$ cat src/rtl/pr_seq_pkg.sv
`default_nettype none
// ============================================================================
// Module      : pr_seq_pkg
// Description : Shared types, error codes and conduit bit-field offsets for
//               the partial-reconfiguration region sequencer.
// Revision    : 1.0 - initial release
// ============================================================================
package pr_seq_pkg;

  // Number of PR regions served by one conduit
  localparam int NUM_REGIONS = 4;

  // ctrl_out (conduit out_port) field offsets, one bit per region
  localparam int FRZ_LSB   = 0;   // freeze_req
  localparam int RST_LSB   = 4;   // region reset
  localparam int UNFRZ_LSB = 8;   // unfreeze_req

  // ctrl_in (conduit in_port) field offsets
  localparam int USTAT_LSB = 0;   // unfreeze_status, one bit per region
  localparam int FSTAT_LSB = 4;   // freeze_status, one bit per region
  localparam int ILL_LSB   = 8;   // illegal_req, two bits per region

  // Sequencer states
  typedef enum logic [2:0] {
    ST_IDLE  = 3'd0,
    ST_FRZ   = 3'd1,
    ST_LOAD  = 3'd2,
    ST_UNFRZ = 3'd3,
    ST_HOLD  = 3'd4,
    ST_DONE  = 3'd5,
    ST_ERR   = 3'd6
  } pr_state_e;

  // Error codes reported on err_code
  localparam logic [1:0] ERR_NONE    = 2'd0;
  localparam logic [1:0] ERR_TIMEOUT = 2'd1;
  localparam logic [1:0] ERR_ILLEGAL = 2'd2;
  localparam logic [1:0] ERR_LOAD    = 2'd3;

  // One-hot mask selecting a single region's bit within a request field
  function automatic logic [NUM_REGIONS-1:0] region_onehot(input logic [1:0] region);
    logic [NUM_REGIONS-1:0] mask;
    mask         = '0;
    mask[region] = 1'b1;
    return mask;
  endfunction

  // Larger of two integers, used to size the shared step timer
  function automatic int max_int(input int a, input int b);
    return (a > b) ? a : b;
  endfunction

endpackage
`default_nettype wire

$ cat src/rtl/pr_seq_timer.sv
`default_nettype none
// ============================================================================
// Module      : pr_seq_timer
// Description : Step timer for the PR sequencer. Clear has priority over
//               enable; tc flags when the count equals the supplied terminal
//               value. The owner always leaves the state on tc, so the
//               counter never needs to wrap or saturate.
// Revision    : 1.0 - initial release
// ============================================================================
module pr_seq_timer #(
  parameter int WIDTH = 10
) (
  input  logic             clk,
  input  logic             reset_n,
  input  logic             clear,
  input  logic             enable,
  input  logic [WIDTH-1:0] tc_value,
  output logic             tc
);

  logic [WIDTH-1:0] count_q;
  logic [WIDTH-1:0] count_d;

  // Next count: clear wins, otherwise count while enabled
  always_comb begin
    count_d = count_q;
    if (clear) begin
      count_d = '0;
    end else if (enable) begin
      count_d = count_q + WIDTH'(1);
    end
  end

  // Count register
  always_ff @(posedge clk or negedge reset_n) begin
    if (!reset_n) begin
      count_q <= '0;
    end else begin
      count_q <= count_d;
    end
  end

  assign tc = (count_q == tc_value);

endmodule
`default_nettype wire

$ cat src/rtl/pr_region_sequencer.sv
`default_nettype none
// ============================================================================
// Module      : pr_region_sequencer
// Description : Hardware PR sequencer for the 16-bit PR control conduit.
//               Runs freeze -> region reset -> bitstream load -> unfreeze ->
//               reset release for one of four regions, with a per-step
//               timeout, illegal-request abort and sticky reset on error.
// Revision    : 1.0 - initial release
// ============================================================================
module pr_region_sequencer
  import pr_seq_pkg::*;
#(
  parameter int TIMEOUT_CYCLES  = 1024,
  parameter int RST_HOLD_CYCLES = 16
) (
  input  logic        clk,
  input  logic        reset_n,
  input  logic        cmd_valid,
  output logic        cmd_ready,
  input  logic [1:0]  cmd_region,
  output logic        pr_load_req,
  input  logic        pr_load_done,
  input  logic        pr_load_error,
  output logic [15:0] ctrl_out,
  input  logic [15:0] ctrl_in,
  output logic        busy,
  output logic        done,
  output logic        err_valid,
  output logic [1:0]  err_code
);

  // One timer serves both the wait-state timeout and the reset hold count
  localparam int TIMER_W = $clog2(max_int(TIMEOUT_CYCLES, RST_HOLD_CYCLES));
  localparam logic [TIMER_W-1:0] TIMEOUT_TC = TIMER_W'(TIMEOUT_CYCLES - 1);
  localparam logic [TIMER_W-1:0] HOLD_TC    = TIMER_W'(RST_HOLD_CYCLES - 1);

  // Sequencer state
  pr_state_e              state_q, state_d;
  logic [1:0]             region_q, region_d;
  logic [NUM_REGIONS-1:0] sticky_rst_q, sticky_rst_d;
  logic [1:0]             err_code_q, err_code_d;

  // Registered outputs
  logic [15:0]            ctrl_out_q, ctrl_out_d;
  logic                   pr_load_req_q, pr_load_req_d;
  logic                   done_q, done_d;
  logic                   err_valid_q, err_valid_d;
  logic                   cmd_ready_q, cmd_ready_d;
  logic                   busy_q, busy_d;

  // Decoded status for the latched region
  logic                   accept;
  logic                   illegal;
  logic                   freeze_ack;
  logic                   unfreeze_ack;
  logic [1:0]             illegal_bits;

  // Step timer interface
  logic                   timer_clear;
  logic                   timer_en;
  logic                   timer_tc;
  logic [TIMER_W-1:0]     timer_tc_value;

  // Error entry bookkeeping inside the next-state logic
  logic                   err_entry;
  logic [1:0]             err_sel;

  // Output decode helpers
  logic [NUM_REGIONS-1:0] region_mask_d;

  assign accept       = cmd_valid & cmd_ready_q;
  assign illegal_bits = ctrl_in[ILL_LSB + 2*int'(region_q) +: 2];
  assign illegal      = |illegal_bits;
  assign freeze_ack   = ctrl_in[FSTAT_LSB + int'(region_q)];
  assign unfreeze_ack = ctrl_in[USTAT_LSB + int'(region_q)];

  // Timer restarts on every state change; it runs in the wait states and in HOLD
  assign timer_clear    = (state_d != state_q);
  assign timer_en       = (state_q == ST_FRZ)   || (state_q == ST_LOAD) ||
                          (state_q == ST_UNFRZ) || (state_q == ST_HOLD);
  assign timer_tc_value = (state_q == ST_HOLD) ? HOLD_TC : TIMEOUT_TC;

  pr_seq_timer #(
    .WIDTH (TIMER_W)
  ) u_timer (
    .clk      (clk),
    .reset_n  (reset_n),
    .clear    (timer_clear),
    .enable   (timer_en),
    .tc_value (timer_tc_value),
    .tc       (timer_tc)
  );

  // Next-state logic: illegal beats completion beats timeout; load error beats load done
  always_comb begin
    state_d      = state_q;
    region_d     = region_q;
    sticky_rst_d = sticky_rst_q;
    err_code_d   = err_code_q;
    err_entry    = 1'b0;
    err_sel      = ERR_NONE;

    case (state_q)
      ST_IDLE: begin
        if (accept) begin
          region_d   = cmd_region;
          err_code_d = ERR_NONE;
          state_d    = ST_FRZ;
        end
      end
      ST_FRZ: begin
        if (illegal) begin
          err_entry = 1'b1;
          err_sel   = ERR_ILLEGAL;
        end else if (freeze_ack) begin
          state_d = ST_LOAD;
        end else if (timer_tc) begin
          err_entry = 1'b1;
          err_sel   = ERR_TIMEOUT;
        end
      end
      ST_LOAD: begin
        if (illegal) begin
          err_entry = 1'b1;
          err_sel   = ERR_ILLEGAL;
        end else if (pr_load_error) begin
          err_entry = 1'b1;
          err_sel   = ERR_LOAD;
        end else if (pr_load_done) begin
          state_d = ST_UNFRZ;
        end else if (timer_tc) begin
          err_entry = 1'b1;
          err_sel   = ERR_TIMEOUT;
        end
      end
      ST_UNFRZ: begin
        if (illegal) begin
          err_entry = 1'b1;
          err_sel   = ERR_ILLEGAL;
        end else if (unfreeze_ack) begin
          state_d = ST_HOLD;
        end else if (timer_tc) begin
          err_entry = 1'b1;
          err_sel   = ERR_TIMEOUT;
        end
      end
      ST_HOLD: begin
        if (illegal) begin
          err_entry = 1'b1;
          err_sel   = ERR_ILLEGAL;
        end else if (timer_tc) begin
          // Successful completion releases any reset left behind by an earlier error
          state_d      = ST_DONE;
          sticky_rst_d = sticky_rst_q & ~region_onehot(region_q);
        end
      end
      ST_DONE: state_d = ST_IDLE;
      ST_ERR:  state_d = ST_IDLE;
      default: state_d = ST_IDLE;
    endcase

    // A failed region is left held in reset until a later successful run
    if (err_entry) begin
      state_d      = ST_ERR;
      err_code_d   = err_sel;
      sticky_rst_d = sticky_rst_q | region_onehot(region_q);
    end
  end

  // Output decode from the next state so every output is a plain register
  always_comb begin
    region_mask_d = region_onehot(region_d);
    ctrl_out_d    = '0;
    pr_load_req_d = 1'b0;
    ctrl_out_d[RST_LSB +: NUM_REGIONS] = sticky_rst_d;

    case (state_d)
      ST_FRZ: begin
        ctrl_out_d[FRZ_LSB +: NUM_REGIONS] = region_mask_d;
      end
      ST_LOAD: begin
        ctrl_out_d[RST_LSB +: NUM_REGIONS] = sticky_rst_d | region_mask_d;
        pr_load_req_d = 1'b1;
      end
      ST_UNFRZ: begin
        ctrl_out_d[RST_LSB +: NUM_REGIONS]   = sticky_rst_d | region_mask_d;
        ctrl_out_d[UNFRZ_LSB +: NUM_REGIONS] = region_mask_d;
      end
      ST_HOLD: begin
        ctrl_out_d[RST_LSB +: NUM_REGIONS] = sticky_rst_d | region_mask_d;
      end
      default: begin
        ctrl_out_d[RST_LSB +: NUM_REGIONS] = sticky_rst_d;
      end
    endcase

    done_d      = (state_d == ST_DONE);
    err_valid_d = (state_d == ST_ERR);
    cmd_ready_d = (state_d == ST_IDLE);
    busy_d      = (state_d != ST_IDLE);
  end

  // State and output registers; async reset returns everything, sticky included, to idle
  always_ff @(posedge clk or negedge reset_n) begin
    if (!reset_n) begin
      state_q       <= ST_IDLE;
      region_q      <= 2'd0;
      sticky_rst_q  <= '0;
      err_code_q    <= ERR_NONE;
      ctrl_out_q    <= '0;
      pr_load_req_q <= 1'b0;
      done_q        <= 1'b0;
      err_valid_q   <= 1'b0;
      cmd_ready_q   <= 1'b1;
      busy_q        <= 1'b0;
    end else begin
      state_q       <= state_d;
      region_q      <= region_d;
      sticky_rst_q  <= sticky_rst_d;
      err_code_q    <= err_code_d;
      ctrl_out_q    <= ctrl_out_d;
      pr_load_req_q <= pr_load_req_d;
      done_q        <= done_d;
      err_valid_q   <= err_valid_d;
      cmd_ready_q   <= cmd_ready_d;
      busy_q        <= busy_d;
    end
  end

  assign cmd_ready   = cmd_ready_q;
  assign busy        = busy_q;
  assign done        = done_q;
  assign err_valid   = err_valid_q;
  assign err_code    = err_code_q;
  assign ctrl_out    = ctrl_out_q;
  assign pr_load_req = pr_load_req_q;

endmodule
`default_nettype wire

$ cat config.mk
export PLATFORM = sky130hd
export DESIGN_NAME = pr_region_sequencer
export DESIGN_NICKNAME = d
export VERILOG_FILES = /design/src/rtl/pr_seq_pkg.sv /design/src/rtl/pr_seq_timer.sv /design/src/rtl/pr_region_sequencer.sv
export SDC_FILE = /design/constraint.sdc
export NUM_CORES = 1
export LEC_CHECK = 0
export ABC_AREA = 0
export BUFFER_PORTS_ARGS = -buffer_cell sky130_fd_sc_hd__buf_2
export CAP_MARGIN = 10
export CELL_PAD_IN_SITES_DETAIL_PLACEMENT = 0
export CELL_PAD_IN_SITES_GLOBAL_PLACEMENT = 1
export CORE_MARGIN = 3
export CORE_UTILIZATION = 37
export DETAILED_ROUTE_END_ITERATION = 6
export PLACE_DENSITY_LB_ADDON = 0.1
export SYNTH_ARGS = -nofsm -noshare
export SYNTH_HDL_FRONTEND = slang
export SYNTH_SLANG_ARGS = --single-unit
$ cat constraint.sdc
create_clock -name clk -period 2.3 [get_ports clk]
set_input_delay 0.115 -clock clk [delete_from_list [all_inputs] [get_ports clk]]
set_output_delay 0.115 -clock clk [all_outputs]
set_load 0.05 [all_outputs]
## After elaboration in Yosys (flattened, before gate mapping)

Index checks and enable logic that the tools add are counted.

- Output and inout bits: 23
- Word-level logic and storage cells: 109
- Bits of input ports: 23
- Flip-flop bits (word level): 38

- Equality and inequality tests: 12
- Bitwise operators: 5
- Add/sub/neg operators: 3
- Magnitude comparators: 6
- Muxes and demuxes: 57
- Shift operators: 1
- Reduce and logical (&&, ||, !) cells: 14

Operators by type and width:

| operator | number |
|---|---|
| $mux W3 | 11 |
| $mux W10 | 3 |
| $mux W4 | 7 |
| $mux W2 | 10 |
| $mux W1 | 19 |
| $shiftx A16 B6 Y2 | 1 |
| $pmux W3 S5 | 1 |
| $eq A3 B2 Y1 const B | 4 |
| $eq A3 B3 Y1 const B | 4 |
| $add A10 B1 Y10 const B | 1 |
| $eq A10 B10 Y1 | 1 |
| $or A4 B4 Y4 | 2 |
| $pmux W2 S4 | 1 |
| $eq A3 B1 Y1 const B | 2 |
| $logic_not A3 Y1 | 2 |
| $lt A2 B3 Y1 const B | 2 |
| $reduce_bool A2 Y1 | 3 |
| $add A4 B3 Y5 const A | 1 |
| $lt A2 B5 Y1 const B | 1 |
| $lt A4 B5 Y1 const B | 1 |
| $add A3 B2 Y4 const A | 1 |
| $and A4 B4 Y4 | 1 |
| $bmux W1 S4 | 1 |
| $demux W1 S2 | 2 |
| 12 further kinds | 16 |

## Longest topological paths before layout

- Depth in word-level cells: 12
- Gate-level depth with buffers: 9
- Depth with buffers taken out: 8

## Hierarchy

A second synthesis with hierarchy kept.

- Cell total of the unflattened synthesis: 200
- Area total of the unflattened synthesis: 2004.4 um2

By module, submodules not included:

| module | seq. area each (um2) | cells each | area an instance (um2) | times used |
|---|---|---|---|---|
| pr_region_sequencer | 701.9 | 139 | 1410.1 | 1 |
| pr_seq_timer | 250.2 | 61 | 594.3 | 1 |

## Worst setup path after synthesis

No wires, ideal clock.

- Kind: reg2reg
- Start: register cmd_ready_q (netlist: cmd_ready)
- End: register ctrl_out_q[6] (netlist: ctrl_out[6])
- Path buffers: 1
- Setup time: 0.124 ns
- Cell stages (with the launch flop): 7
- Required time: 2.176 ns
- Clock period less this slack: 2.166 ns
- Arrival: 2.042 ns
- Slack: 0.134 ns
- Path through: dfstp_2 > and4b_1 > buf_2 > mux2i_1 > inv_1 > and4_1 > o31a_1

- Longest elaborated chain between the ends: 9
- Elaborated cells between the ends (all ways): 17
- Those cells by class: 2 x order compare; 3 x eq/ne; 8 x mux; 2 x bitwise; 2 x reduce/logical

Ends and longest elaborated chain:

| what | line | RTL |
|---|---|---|
| start: declaration | pr_region_sequencer.sv:48 | `logic cmd_ready_q, cmd_ready_d;` |
| start signal: assignment | pr_region_sequencer.sv:225 | `cmd_ready_q <= cmd_ready_d;` |
| $and A1 B1 Y1 * | pr_region_sequencer.sv:71 | `assign accept = cmd_valid & cmd_ready_q;` |
| $mux W2 * | pr_region_sequencer.sv:105 | `if (accept) begin` |
| $mux W2 * | pr_region_sequencer.sv:103 | `case (state_q)` |
| net region_d[1] | pr_region_sequencer.sv:39 | `logic [1:0] region_q, region_d;` |
| $lt A2 B3 Y1 (implied by the code) / $ge A2 B1 Y1 (equally long branches) | pr_seq_pkg.sv:44 | `mask[region] = 1'b1;` |
| $logic_and A1 B1 Y1 (implied by the code) | pr_seq_pkg.sv:44 |  |
| $mux W1 (implied by the code) | pr_seq_pkg.sv:44 |  |
| $demux W1 S2 * | pr_seq_pkg.sv:44 |  |
| $or A4 B4 Y4 * | pr_region_sequencer.sv:182, pr_region_sequencer.sv:186, pr_region_sequencer.sv:190 |  |
| $mux W4 * | -- |  |
| net ctrl_out_d[6] | pr_region_sequencer.sv:44 | `logic [15:0] ctrl_out_q, ctrl_out_d;` |
| end signal: assignment | pr_region_sequencer.sv:221 | `ctrl_out_q <= ctrl_out_d;` |
| end: declaration | pr_region_sequencer.sv:44 |  |

The timed path passes the listed nets; every way through them passes the cells marked *.
A chain may end at the register's enable or synchronous reset.

## Worst setup path in the final report

- Start: register region_q[1]
- End: register ctrl_out_q[5] (netlist: ctrl_out[5])

- Longest elaborated chain between the ends: 12
- Elaborated cells between the ends (all ways): 49
- Those cells by class: 2 x add/sub; 4 x order compare; 3 x eq/ne; 1 x shift; 31 x mux; 4 x bitwise; 4 x reduce/logical

Ends and longest elaborated chain:

| what | line | RTL |
|---|---|---|
| start: declaration | pr_region_sequencer.sv:39 |  |
| start signal: assignment | pr_region_sequencer.sv:218 | `region_q <= region_d;` |
| parallel branches: the longest is 11 deep, another holds $add A3 B2 Y4 | -- |  |
| $mux W4 * | -- |  |
| net ctrl_out_d[5] | pr_region_sequencer.sv:44 |  |

Mark *: on every way through the listed nets, which the timed path passes. The select of a mux whose other input is x is not followed.

==> run_results.csv <==
group,metric,value,unit
worst_setup_path,endpoint_kind,"flip-flop",
final_layout,multi_input_area,943.4,um^2
sta,slew_headroom,0.4287,
sta,slew_violations,0,
worst_setup_path,required,2.47,ns
floorplanning,die-area,6132,um^2
global_route,grt_util_met2,0.2509,
global_route,top_usage_layer,"met2",
placed_design,port_buffers,41,
clock_tree,cts_max_path_buffers,2,
sta,worstMarginPinSlew,0.8570,ns
sta,fin_tns_setup,0,ns
final_layout,register_area,953.4,um^2
synthesis,ys_types,57,
worst_setup_path,r2r_start,"region_q[1]$_DFF_PN0_",
job,max_cap_viol_count,0,
synthesis,synth_top_area_cell,"dfrtp_1",
detailed_routing,ant_nets,0,
synthesis,synth-warning-count,0,
placed_design,gp_congestion,0.8347,
global_route,use_met1,0.2238,
global_route,grt_pass1_wl,7831,um
global_route,grt_pass1_vias,1654,
clock_tree,cts_num_sinks,38,
synthesis,syn_avg_cell_area,10.40,um^2
floorplanning,die_h,78.31,um
pwr,p_total,3136,uW
final_layout,final_cells,317,
synthesis,synth-seq-cells,38,
detailed_routing,first_pass_iters,5,
floorplanning,ioPinCount,46,
worst_setup_path,slowest_stage,"or4_4",
worst_setup_path,r2r_slack,0.07,ns
final_layout,fin_nets,273,
worst_setup_path,cp_slowest_stage_delay,0.60,ns
synthesis,netlist_top_cells_area,"dfrtp_1, nor2_1, nand2_1, nor3_1, mux4_2",
final_layout,most-common-layout-cells,"buf_2, dfrtp_1, buf_4, nor2_1, nand2_1",
clock_tree,clk_latency,0.29,ns
pwr,power_density,1259,nW/um^2
synthesis,yosys.area.top_type_share,0.4787,
sta,clock.fmax,448.8,MHz
detailed_routing,routed_wl,4799,um
final_layout,fillers,470,
floorplanning,die_w,78.31,um
global_route,grt_max_degree,39,
worst_setup_path,r2r_cells,6,
floorplanning,coreArea,4880,um^2
detailed_routing,via_per_inst,5.208,
clock_tree,clk_pin_slew,0.07,ns
clock_tree,ctsRootBufferMaster,"clkbuf_8",
worst_hold_path,hold_end,"region_q[0]$_DFF_PN0_",
synthesis,synthFlopType,"dfrtp_1",
worst_setup_path,r2r-end,"ctrl_out[5]$_DFF_PN0_",
worst_setup_path,path_buf_inv,0,
sta,finalCritPeriodShare,0.9687,
final_layout,final_common_cell,"buf_2",
worst_setup_path,cp-start-kind,"flip-flop",
worst_hold_path,holdPathStages,3,
worst_setup_path,critPathArrivalTime,2.40,ns
detailed_routing,drc,0,
placed_design,dp.final_hpwl,3487,um
worst_setup_path,crit_family,"simple AND/OR/NAND/NOR gates",
worst_setup_path,critPathKind,"reg2reg",
clock_tree,htree_levels,2,
sta,final-setup-viol-count,0,
global_route,track_usage,0.1623,
synthesis,async_flop_share,1.000,
sta,clock_skew,0.008912,ns
clock_tree,numCtsBuffers,5,
final_layout,diodes,0,
worst_hold_path,hold_class,"in2reg",
worst_setup_path,path_max_fanout,7,
floorplanning,num_rows,25,
pwr,ir_drop,0.6096,mV
placed_design,pre_cts_slack,-0.09732,ns
sta,rsz0062_at_grt,"yes",
clock_tree,post_cts_buffers,0,
worst_setup_path,crit_chain,"nor4b_1 > or4_4 > a41oi_1 > o32ai_2 > and4_1 > o31a_1",
pwr,p_leak,0.001133,uW
synthesis,syn-cell-area,1934,um^2
detailed_routing,drtIter0Drc,94,
detailed_routing,wl_per_cell,15.14,um
sta,layout_min_cycle_time,2.228,ns
sta,setup_slack,0.07205,ns
synthesis,synth-edff-count,0,
detailed_routing,via_count,1651,
floorplanning,initial_core_util,0.3964,
synthesis,synth_seq_area_share,0.4922,
worst_hold_path,worstHoldStart,"cmd_region[0]",
global_route,antenna_found_initial,0,
synthesis,netlist_instances,186,
placed_design,dpl.cell_count,308,
final_layout,area.growth.synth_to_final,28.72,%
run_status,status,"complete, no violations",
global_route,gr-usage-met3,0.04243,
clock_tree,cts_tree,"done",
sta,finalHoldViolations,0,
final_layout,drive_gt1_frac,0.3760,
global_route,gr-total-overflow,0,
## power by group
part / switching (uW) / internal (uW) / leakage [uW]
combinational: 1030 / 714 / 0.000616
clock: 232 / 241 / 0.0000472
sequential: 108 / 811 / 0.000470
## stage by stage
stage | utilization | area [um^2] | hold WS, ns
6_report | 0.5103 | 2490 | 0.1579
5_1_grt | 0.5103 | 2490 | 0.1826
4_1_cts | 0.5041 | 2460 | 0.1440
3_5_place_dp | 0.4792 | 2338 | 0.2832
3_3_place_gp | 0.4792 | 2338 | 0.2524
2_1_floorplan | - | 1946 | -0.1806
## registers in the layout, summed over array words and instances (netlist names)
| signal | flops |
|---|---|
| sticky_rst_q | 4 |
| region_q | 2 |
| err_valid | 1 |
| ctrl_out | 12 |
| err_code | 2 |
| busy | 1 |
| pr_load_req | 1 |
| cmd_ready | 1 |
| state_q | 3 |
| done | 1 |
| u_timer.count_q | 10 |
## worst register-to-register path: stages (launching register included)
cell	delay (ns)
dfrtp_1	0.44
nor4b_1	0.17
or4_4	0.60
a41oi_1	0.30
o32ai_2	0.15
and4_1	0.23
o31a_1	0.24
## metal layers
layer | part of all wire | wire length, um
met4 | 0.015 | 70
met1 | 0.49 | 2341
met5 | 0 | 0
met3 | 0.065 | 314
met2 | 0.43 | 2073
## logic make-up after synthesis
kind of cell    after synthesis  synth area share
compound gates               30            0.1210
fa+ha+maj                     1          0.006467
buf+inv                      18           0.04915
other cells                   1          0.001939
xor+xnor                      9           0.04075
flops                        38            0.4922
mux                           7           0.04980
simple gates                 82            0.2387
## worst max-delay path by stage
stage                                   startpoint                     to  slack, ns  depth (start not counted)
finish                       region_q[1]$_DFF_PN0_  ctrl_out[5]$_DFF_PN0_       0.07                          6
global route        u_timer.count_q[4]$_DFFE_PN0P_  ctrl_out[0]$_DFF_PN0_      -0.04                          6
CTS                          region_q[0]$_DFF_PN0_  ctrl_out[3]$_DFF_PN0_       0.02                          7
detailed placement           region_q[0]$_DFF_PN0_  ctrl_out[5]$_DFF_PN0_       -0.1                          6
global placement             region_q[0]$_DFF_PN0_  ctrl_out[5]$_DFF_PN0_      -0.01                          6
floorplan                      cmd_ready$_DFF_PN1_  ctrl_out[6]$_DFF_PN0_       0.13                          6
## synth_stat cells (all sizes together) (2+ instances only)
cell type,number
mux2i,4
a21o,3
a21boi,2
nand3b,2
and2,3
xnor2,4
or2,2
nor3,9
a21oi,6
and3,3
nand4,4
nand3,6
o21ai,4
or3,2
dfrtp,37
clkbuf,4
xor2,5
inv,5
nand4b,2
nor4b,2
nand2b,3
nor3b,3
buf,9
nor4,2
o31a,3
and4,4
nor2,17
mux4,2
nand2,13
o22ai,2
## final cells by class
type	count	share of cell area
clock inverters	2	0.005025
repair buffers	66	0.1588
flip-flops and latches	38	0.3829
multi-input cells	133	0.3789
clock buffers	6	0.03317
well taps	67	0.03367
inverters	5	0.007538
## what timing repair did
item                                    4_1_cts  5_1_grt
endpoints found under the setup margin       16       15
hold buffers                                  1        0
pin swaps                                     0        0
endpoints found under the hold margin        37        0
gates resized for setup                       4        6
No activity file was read; power rests on OpenSTA's default activity.
